--- src/rtl/cnn_window_gen_if.sv ---
// cnn_window_gen_if
//    Pixel-stream in / window-stream out bundle for cnn_window_gen.
//    Optional macro: CNN_WIN_POS_EN adds the window output-map coordinates.
//
//    Signals:
//       i_in_valid    pixel strobe (no backpressure)
//       i_in_pixel    one fmap pixel, I_F_BW bits
//       o_ot_valid    one-cycle strobe per complete window
//       o_ot_fmap     packed window, FMAP_W = KX*KY*I_F_BW bits
//       o_frame_done  one-cycle pulse after the last window of a frame
//       o_ot_ox/oy    window coordinate in the output map (CNN_WIN_POS_EN only)
//
//    Modports:
//       master  pixel producer / window consumer side
//       slave   the window generator itself

interface cnn_window_gen_if #(
   parameter int I_F_BW = 8,
   parameter int FMAP_W = 72
`ifdef CNN_WIN_POS_EN
   ,
   parameter int OX_W = 1,
   parameter int OY_W = 1
`endif
);

   logic              i_in_valid;
   logic [I_F_BW-1:0] i_in_pixel;
   logic              o_ot_valid;
   logic [FMAP_W-1:0] o_ot_fmap;
   logic              o_frame_done;

`ifdef CNN_WIN_POS_EN
   logic [OX_W-1:0]   o_ot_ox;
   logic [OY_W-1:0]   o_ot_oy;

   modport master (
      output i_in_valid, i_in_pixel,
      input  o_ot_valid, o_ot_fmap, o_frame_done, o_ot_ox, o_ot_oy
   );

   modport slave (
      input  i_in_valid, i_in_pixel,
      output o_ot_valid, o_ot_fmap, o_frame_done, o_ot_ox, o_ot_oy
   );
`else
   modport master (
      output i_in_valid, i_in_pixel,
      input  o_ot_valid, o_ot_fmap, o_frame_done
   );

   modport slave (
      input  i_in_valid, i_in_pixel,
      output o_ot_valid, o_ot_fmap, o_frame_done
   );
`endif

endinterface

--- src/rtl/cnn_window_gen.sv ---
// cnn_window_gen
//    Streaming stride-1, no-padding sliding-window generator. Takes one
//    IX*IY frame in raster order and emits every KX*KY window, packed so
//    that element ky*KX+kx sits at [(ky*KX+kx)*I_F_BW +: I_F_BW], with
//    ky=0 the oldest row and kx=0 the oldest column.
//    Optional macro: CNN_WIN_POS_EN adds registered window coordinates.
//
//    Ports:
//       clk           rising-edge clock
//       reset         asynchronous active-high reset
//       i_soft_reset  synchronous clear, wins over a same-cycle pixel
//       bus           cnn_window_gen_if slave modport (pixel in, window out)

module cnn_window_gen #(
   parameter int KX     = 3,
   parameter int KY     = 3,
   parameter int I_F_BW = 8,
   parameter int IX     = 8,
   parameter int IY     = 8
) (
   input logic             clk,
   input logic             reset,
   input logic             i_soft_reset,
   cnn_window_gen_if.slave bus
);

   localparam int COL_W  = (IX > 1) ? $clog2(IX) : 1;
   localparam int ROW_W  = (IY > 1) ? $clog2(IY) : 1;
   localparam int FMAP_W = KX * KY * I_F_BW;

   localparam logic [COL_W-1:0] COL_LAST       = COL_W'(IX - 1);
   localparam logic [ROW_W-1:0] ROW_LAST       = ROW_W'(IY - 1);
   localparam logic [ROW_W-1:0] FILL_LAST_ROW  = ROW_W'(KY - 2);
   localparam logic [COL_W-1:0] FIRST_EMIT_COL = COL_W'(KX - 1);

`ifdef CNN_WIN_POS_EN
   localparam int OX_W = ((IX - KX + 1) > 1) ? $clog2(IX - KX + 1) : 1;
   localparam int OY_W = ((IY - KY + 1) > 1) ? $clog2(IY - KY + 1) : 1;
   localparam logic [ROW_W-1:0] FIRST_EMIT_ROW = ROW_W'(KY - 1);
`endif

   typedef enum logic [1:0] {
      IDLE,
      FILL,
      RUN,
      DONE
   } state_t;

   state_t            state;
   logic [COL_W-1:0]  col;
   logic [ROW_W-1:0]  row;

   // line_buf[0] holds the oldest buffered row; line_buf[KY-2] the row just above the current one
   logic [I_F_BW-1:0] line_buf [KY-1][IX];
   logic [I_F_BW-1:0] win      [KY][KX];
   logic [I_F_BW-1:0] win_next [KY][KX];
   logic [FMAP_W-1:0] fmap_next;

   logic accept;
   logic emit;

   // A pixel is taken whenever valid, unless the soft clear drops it.
   // Windows come out only in RUN and only once KX columns of the current
   // row exist, which keeps row-straddling windows from ever being emitted.
   always_comb begin
      accept = bus.i_in_valid && !i_soft_reset;
      emit   = accept && (state == RUN) && (col >= FIRST_EMIT_COL);
   end

   // Next window: shift every row left by one and load the new right column
   // from the line-buffer taps at the current column plus the incoming pixel.
   always_comb begin
      win_next = win;
      for (int ky = 0; ky < KY; ky++) begin
         for (int kx = 0; kx < KX - 1; kx++) begin
            win_next[ky][kx] = win[ky][kx+1];
         end
      end
      for (int ky = 0; ky < KY - 1; ky++) begin
         win_next[ky][KX-1] = line_buf[ky][col];
      end
      win_next[KY-1][KX-1] = bus.i_in_pixel;
   end

   // Flatten the next window into the kernel's packed layout.
   always_comb begin
      fmap_next = '0;
      for (int ky = 0; ky < KY; ky++) begin
         for (int kx = 0; kx < KX; kx++) begin
            fmap_next[(ky*KX+kx)*I_F_BW +: I_F_BW] = win_next[ky][kx];
         end
      end
   end

   // Line buffers and window storage carry no reset: everything they hold is
   // overwritten during the fill rows and the first KX-1 shifts of a row
   // before any window built from them can be emitted.
   always_ff @(posedge clk) begin
      if (accept) begin
         for (int k = 0; k < KY - 2; k++) begin
            line_buf[k][col] <= line_buf[k+1][col];
         end
         line_buf[KY-2][col] <= bus.i_in_pixel;
         win <= win_next;
      end
   end

   // Control FSM with position counters and all registered outputs.
   // o_frame_done is raised on leaving DONE so it lands one cycle after the
   // final window strobe; a pixel accepted in DONE starts the next frame.
   always_ff @(posedge clk or posedge reset) begin
      if (reset) begin
         state            <= IDLE;
         col              <= '0;
         row              <= '0;
         bus.o_ot_valid   <= 1'b0;
         bus.o_frame_done <= 1'b0;
         bus.o_ot_fmap    <= '0;
`ifdef CNN_WIN_POS_EN
         bus.o_ot_ox      <= '0;
         bus.o_ot_oy      <= '0;
`endif
      end else if (i_soft_reset) begin
         state            <= IDLE;
         col              <= '0;
         row              <= '0;
         bus.o_ot_valid   <= 1'b0;
         bus.o_frame_done <= 1'b0;
         bus.o_ot_fmap    <= '0;
`ifdef CNN_WIN_POS_EN
         bus.o_ot_ox      <= '0;
         bus.o_ot_oy      <= '0;
`endif
      end else begin
         bus.o_ot_valid   <= emit;
         bus.o_frame_done <= (state == DONE);

         if (emit) begin
            bus.o_ot_fmap <= fmap_next;
`ifdef CNN_WIN_POS_EN
            bus.o_ot_ox   <= OX_W'(col - FIRST_EMIT_COL);
            bus.o_ot_oy   <= OY_W'(row - FIRST_EMIT_ROW);
`endif
         end

         if (accept) begin
            if (col == COL_LAST) begin
               col <= '0;
               row <= (row == ROW_LAST) ? '0 : row + 1'b1;
            end else begin
               col <= col + 1'b1;
            end
         end

         case (state)
            IDLE: begin
               if (accept) state <= FILL;
            end
            FILL: begin
               if (accept && (row == FILL_LAST_ROW) && (col == COL_LAST)) state <= RUN;
            end
            RUN: begin
               if (accept && (row == ROW_LAST) && (col == COL_LAST)) state <= DONE;
            end
            DONE: begin
               state <= accept ? FILL : IDLE;
            end
            default: begin
               state <= IDLE;
            end
         endcase
      end
   end

endmodule

--- src/flat_wrapper.sv ---
// flat-port wrapper written by rule: the top's interface ports become plain ports
module cnn_window_gen_flat 
#(
   parameter int KX     = 3,
   parameter int KY     = 3,
   parameter int I_F_BW = 8,
   parameter int IX     = 8,
   parameter int IY     = 8
)
  (clk, reset, i_soft_reset, bus_i_in_valid, bus_i_in_pixel, bus_o_ot_valid, bus_o_ot_fmap, bus_o_frame_done);
  cnn_window_gen_if #(.I_F_BW(I_F_BW), .FMAP_W((KX * KY * I_F_BW))) bus_i ();
  input logic clk;
  input logic reset;
  input logic i_soft_reset;
  input wire logic [$bits(bus_i.i_in_valid)-1:0] bus_i_in_valid;
  input wire logic [$bits(bus_i.i_in_pixel)-1:0] bus_i_in_pixel;
  output wire logic [$bits(bus_i.o_ot_valid)-1:0] bus_o_ot_valid;
  output wire logic [$bits(bus_i.o_ot_fmap)-1:0] bus_o_ot_fmap;
  output wire logic [$bits(bus_i.o_frame_done)-1:0] bus_o_frame_done;
  assign bus_i.i_in_valid = bus_i_in_valid;
  assign bus_i.i_in_pixel = bus_i_in_pixel;
  assign bus_o_ot_valid = bus_i.o_ot_valid;
  assign bus_o_ot_fmap = bus_i.o_ot_fmap;
  assign bus_o_frame_done = bus_i.o_frame_done;
  cnn_window_gen #(.KX(KX), .KY(KY), .I_F_BW(I_F_BW), .IX(IX), .IY(IY)) u_core (.clk(clk), .reset(reset), .i_soft_reset(i_soft_reset), .bus(bus_i));
endmodule
--- config.mk ---
export PLATFORM = sky130hd
export DESIGN_NAME = cnn_window_gen_flat
export DESIGN_NICKNAME = d
export VERILOG_FILES = /design/src/rtl/cnn_window_gen_if.sv /design/src/rtl/cnn_window_gen.sv /design/src/flat_wrapper.sv
export SDC_FILE = /design/constraint.sdc
export NUM_CORES = 1
export LEC_CHECK = 0
export BUFFER_PORTS_ARGS = -buffer_cell sky130_fd_sc_hd__buf_4
export CAP_MARGIN = 5
export CORE_ASPECT_RATIO = 1.2
export CORE_UTILIZATION = 53
export DETAILED_ROUTE_END_ITERATION = 10
export PLACE_DENSITY = 0.76
export RECOVER_POWER = 25
export SETUP_SLACK_MARGIN = 0.3
export SLEW_MARGIN = 20
export SYNTH_ARGS = -nofsm -noshare
export SYNTH_HDL_FRONTEND = slang
export SYNTH_SLANG_ARGS = --single-unit
--- constraint.sdc ---
create_clock -name clk -period 2.4 [get_ports clk]
set_input_delay 0.24 -clock clk [delete_from_list [all_inputs] [get_ports clk]]
set_output_delay 0.24 -clock clk [all_outputs]
set_load 0.02 [all_outputs]
After elaboration in Yosys (flattened, before gate mapping)
Memories as Yosys holds them, arrays and structs flattened.
Index checks and enable logic that the tools add are counted.
Storage, ports and cells
  register bits after elaboration: 130
  bits in writable memories: 128
  input port bits: 12
  output and inout port bits: 74
  word-level logic and storage cells: 70
  memories: 1
Cells by class
  add/sub/neg operators: 2
  magnitude comparators: 3
  eq/ne operators: 9
  multiplexer cells: 27
  bitwise operators: 1
  reduce and logical (&&, ||, !) cells: 15
Memories
  u_core.line_buf: words 2, width 64, read ports 2, clocked after memory_dff 0, wr ports 2, line cnn_window_gen.sv:54  | logic [I_F_BW-1:0] line_buf [KY-1][IX];
Operator list (number)
  2-to-1 mux 72 bit: 2
  2-to-1 mux 64 bit: 1
  binary-select mux 8 bit (select 3 bit): 2
  2-to-1 mux 8 bit: 5
  demux 8 bit (select 3 bit): 1
  2-to-1 mux 3 bit: 7
  logical AND 1 bit: 8
  2-to-1 mux 2 bit: 4
  case mux 2 bit (4 select lines): 1
  adder 3 x 1 -> 3 bit (second input constant): 2
  equality test 3 bit (second input constant): 2
  != test 3 x 2 -> 1 bit (second input constant): 2
  nonzero test 2 bit: 3
  equality test 2 bit (second input constant): 2
  >= comparator 4 bit (second input constant): 1
  less-than comparator 4 x 1 -> 1 bit (second input constant): 1
  2-to-1 mux 1 bit: 4
  inverter 3 -> 4 bit: 1
  equality test 3 x 1 -> 1 bit (second input constant): 1
  >= comparator 3 x 2 -> 1 bit (second input constant): 1
  != test 3 bit (second input constant): 1
  AND reduction 3 bit: 1
  equality test 2 x 1 -> 1 bit (second input constant): 1
  logical NOT 2 bit: 1
  2 further kinds: 2

Depth between registers and ports, before layout
  word-level depth: 7
  gate-level depth with buffers: 10
  depth with buffers taken out: 6

Least setup slack after synthesis
Ideal clock, no wire load.
  kind: input-to-reg
  start: in bus_i_in_valid
  end: mem u_core.line_buf[0][104] in the netlist's numbering, enable pin
  library setup time: 409 ps
  data arrival time: 2512 ps
  data required time: 1991 ps
  setup slack: -521 ps
  stages: 4
  buffers on the path: 1
  cells stage by stage: buf_2 and2b_2 nand2_1 nor3_1
RTL lines
  start, declared: line flat_wrapper.sv:15  | input wire logic [$bits(bus_i.i_in_valid)-1:0] bus_i_in_valid;
  end, declared: line cnn_window_gen.sv:54

Final worst setup path
  start: reg u_core.col[0]
  end: reg u_core.bus.o_ot_fmap[41]
On the way
  longest elaborated chain between the ends: 6
  elaborated cells between the ends (all ways): 9
  classes of those cells: 1 x order compare; 5 x mux; 1 x bitwise; 2 x reduce/logical
Ends and longest elaborated chain
  start, declared: line cnn_window_gen.sv:50  | logic [COL_W-1:0] col;
  start signal, assigned: line cnn_window_gen.sv:151  | col <= col + 1'b1;
  inverter 3 -> 4 bit (implied by the code): line cnn_window_gen.sv:80  | win_next[ky][KX-1] = line_buf[ky][col];
  binary-select mux 8 bit (select 3 bit): line cnn_window_gen.sv:80
  2-to-1 mux 8 bit (implied by the code) (2 in series): line cnn_window_gen.sv:80
  named net u_core.fmap_next[41]: line cnn_window_gen.sv:57  | logic [FMAP_W-1:0] fmap_next;
  2-to-1 mux 72 bit: line cnn_window_gen.sv:138  | if (emit) begin
  2-to-1 mux 72 bit: line cnn_window_gen.sv:123  | end else if (i_soft_reset) begin
  end signal, assigned: line cnn_window_gen.sv:139  | bus.o_ot_fmap <= fmap_next;
  end, declared: line cnn_window_gen_if.sv:54  | output o_ot_valid, o_ot_fmap, o_frame_done
The timed path passes the listed nets, and every way through them passes these cells. The select of a mux whose other input is x is not followed.
A chain may end at the register's enable or synchronous reset.

==> flow_metrics.py <==
metrics = {
    "outcome": {
        "status": "finished, final reports clean",
    },
    "power_and_ir_drop": {
        "power_density_nw_per_um2": 787.6,
        "p_leak_nw": 4.941,
        "p_total_mw": 9.328,
        "irDropWorstVdd_uv": 517.0,
    },
    "finish": {
        "antenna_cells": 0,
        "drive_gt1_share_pct": 22.46,
        "fillers": 1276,
        "stdcell_count": 1031,
        "post-route-util_pct": 64.45,
        "final_cell_mix": "176 x edfxtp_1, 118 x nand2_1, 93 x buf_4",
        "syn2layout_area_growth_pct": 17.58,
        "fin_nets": 783,
        "mostFrequentLayoutCell": "edfxtp_1",
    },
    "floorplan": {
        "rows": 54,
        "initial_core_util_pct": 54.81,
        "ioPinCount": 86,
        "die_h_um": 153.0,
        "fp.dieArea_sq_um": 19560,
        "core_sq_um": 18380,
        "die_w_um": 127.9,
    },
    "timing": {
        "drv_slew": 0,
        "maxSlewHeadroom_pct": 41.37,
        "max_freq_mhz": 488.0,
        "finalSetupViolCount": 0,
        "max_slew.worst_pin.slew_ns": 0.8747,
        "fin_crit_sh_pct": 85.39,
        "min_period_ns": 2.049,
        "rsz0062_at_grt": "false",
        "finClkSkew_ns": 0.01290,
        "finalSetupTns_ns": 0,
        "hold_viol": 0,
        "holdWs_ns": 0.1996,
    },
    "hold_path": {
        "hold_path.class": "in2reg",
        "hold_depth": 3,
    },
    "grt": {
        "grt-busiest-layer": "met2",
        "grt_pass1_vias": 5842,
        "grt_overflow": 0,
        "globalRouteTotalUtil_pct": 21.60,
        "grt_max_degree": 84,
        "grt_util_met1_pct": 27.21,
        "met3_usage_pct": 3.010,
        "antenna_found_initial": 0,
        "grtUsageMet2_pct": 37.81,
        "grt_pass1_wl_um": 31900,
    },
    "place": {
        "portBuffers": 85,
        "placed_cells": 982,
        "dp_hpwl_um": 12350,
        "gp_congestion": 0.7381,
    },
    "critical_path": {
        "arrival_ns": 2.44,
        "worstPathMaxFanout": 68,
        "crit_type": "reg2reg",
        "r2r_cells": 4,
        "critPathLaunchType": "flop",
        "worstSetupEndpointType": "flop",
        "cp.required_ns": 2.79,
        "reg2reg_slack_ns": 0.35,
    },
    "yosys": {
        "ys.warnings.count": 0,
        "synth.avg_cell_area_sq_um": 15.19,
        "synth_edf_count": 176,
        "syn_inst": 663,
        "ys_types": 36,
        "synthFlopType": "edfxtp_1",
        "synth_area_sq_um": 10070,
        "ys_ff_latch": 258,
        "async_flop_share_pct": 31.78,
        "synth_fp_nets": 685,
        "ys_seq_area_share_pct": 72.84,
    },
    "detailed_routing": {
        "vias": 5742,
        "initialDrtViolationCount": 494,
        "firstDrtPassIters": 6,
        "vias_per_cell": 5.569,
        "avgRoutedWirePerCell_um": 20.08,
        "drt_wl_total_um": 20700,
        "route.detailed.drc": 0,
        "detail-route-antenna-nets": 0,
    },
    "clock_tree": {
        "clock_sinks": 258,
        "cts_tree": "done",
        "clk_latency_ns": 0.52,
        "clockRootBuffer": "clkbuf_16",
        "h-tree-depth": 1,
        "cts_buffer_depth": 3,
        "tritoncts.num_buffers": 24,
        "cts.clk_slew.worst_paths_ns": 0.06,
    },
    "flow_run": {
        "drv_cap": 0,
    },
}
## synthesized netlist by cell type (all sizes together), types with 2 or more instances
| cell | number | area share (%) |
|---|---|---|
| edfxtp | 176 | 52 |
| clkbuf | 17 | 0.67 |
| nor3b | 16 | 1.2 |
| o211ai | 2 | 0.20 |
| mux2i | 35 | 3.5 |
| ha | 10 | 1.2 |
| mux2 | 32 | 4.1 |
| nand3b | 53 | 3.9 |
| buf | 23 | 1.6 |
| nor2 | 11 | 0.41 |
| nor2b | 3 | 0.19 |
| a221o | 16 | 1.6 |
| nand2 | 118 | 4.4 |
| nand2b | 6 | 0.37 |
| inv | 9 | 0.34 |
| o22ai | 16 | 0.99 |
| or2 | 2 | 0.12 |
| nor3 | 5 | 0.25 |
| a21o | 16 | 1.2 |
| nand3 | 2 | 0.099 |
| a21oi | 8 | 0.40 |
| dfrtp | 82 | 20 |
## power breakdown
group | leakage (nW) | internal, mW | switching (mW) | total (mW)
Combinational | 1.81 | 0.265 | 0.395 | 0.661
Sequential | 2.75 | 4.92 | 0.0677 | 4.99
Clock | 0.378 | 2.12 | 1.57 | 3.68
Total | 4.94 | 7.30 | 2.03 | 9.33
## state kept, by name, indices dropped and copies added, names as in the netlist
signal and flops:
u_core.bus.o_ot_fmap 72, u_core.row 3, u_core.bus.o_ot_valid 1, u_core.col 3
u_core.state 2, u_core.bus.o_frame_done 1, u_core.line_buf 128, u_core.fmap_next 48
## cell type report
cell class / instances / area, sq um / share of cell area, %
sequential: 258 / 7341 / 61.98
multi-input combinational: 356 / 2526 / 21.33
timing repair buffer: 112 / 857.1 / 7.236
clock buffer: 27 / 633.1 / 5.345
tap: 252 / 315.3 / 2.662
clock inverter: 17 / 136.4 / 1.151
inverter: 9 / 35.03 / 0.2958
## path summary, 6_finish.rpt
check                                     start                  endpoint
max                               u_core.col[0]  u_core.bus.o_ot_fmap[41]
min                           bus_i_in_pixel[7]  u_core.bus.o_ot_fmap[71]
max reg2reg                       u_core.col[0]  u_core.bus.o_ot_fmap[41]
min reg2reg                u_core.fmap_next[12]       u_core.fmap_next[4]
max in group asynchronous                 reset  u_core.bus.o_ot_fmap[43]
min in group asynchronous                 reset  u_core.bus.o_ot_fmap[61]
## timing repair
item                       CTS  global route
setup buffers                0             1
setup endpoints to repair    0             5
hold buffers                 3             0
resized for setup            0             2
hold endpoints to repair    50             0
## metrics by stage
| step | worst slack, ns | area (sq um) |
|---|---|---|
| after CTS | 0.3554 | 11860 |
| after global routing | 0.3011 | 11840 |
| after detailed placement | 0.3443 | 11060 |
| after floorplan | 0.2887 | 10120 |
| after global placement | 0.4384 | 11060 |
| final | 0.3508 | 11840 |
## routing by layer
layer | routed length (um) | vias up | share of wire, %
met5 | 0 | - | 0
met4 | 460 | 0 | 2.2
met3 | 1099 | 32 | 5.3
met2 | 10790 | 208 | 52
met1 | 8353 | 2880 | 40
li1 | - | 2622 | -
## critical path, cell delays in order, from the launching register on
cell,delay (ns)
dfrtp_4,0.46
buf_16,0.36
mux2_4,0.34
a221o_1,0.47
a21o_1,0.23
## cells by family after synthesis
| group | Yosys count | synth area share [%] |
|---|---|---|
| AO/OA/AOI/OAI | 62 | 4.683 |
| adder cells (fa/ha/maj) | 10 | 1.242 |
| buffers and inverters | 49 | 2.559 |
| flip-flops | 258 | 72.84 |
| multiplexers | 67 | 7.614 |
| AND/OR/NAND/NOR | 217 | 11.07 |
No activity file was read; power rests on OpenSTA's default activity.
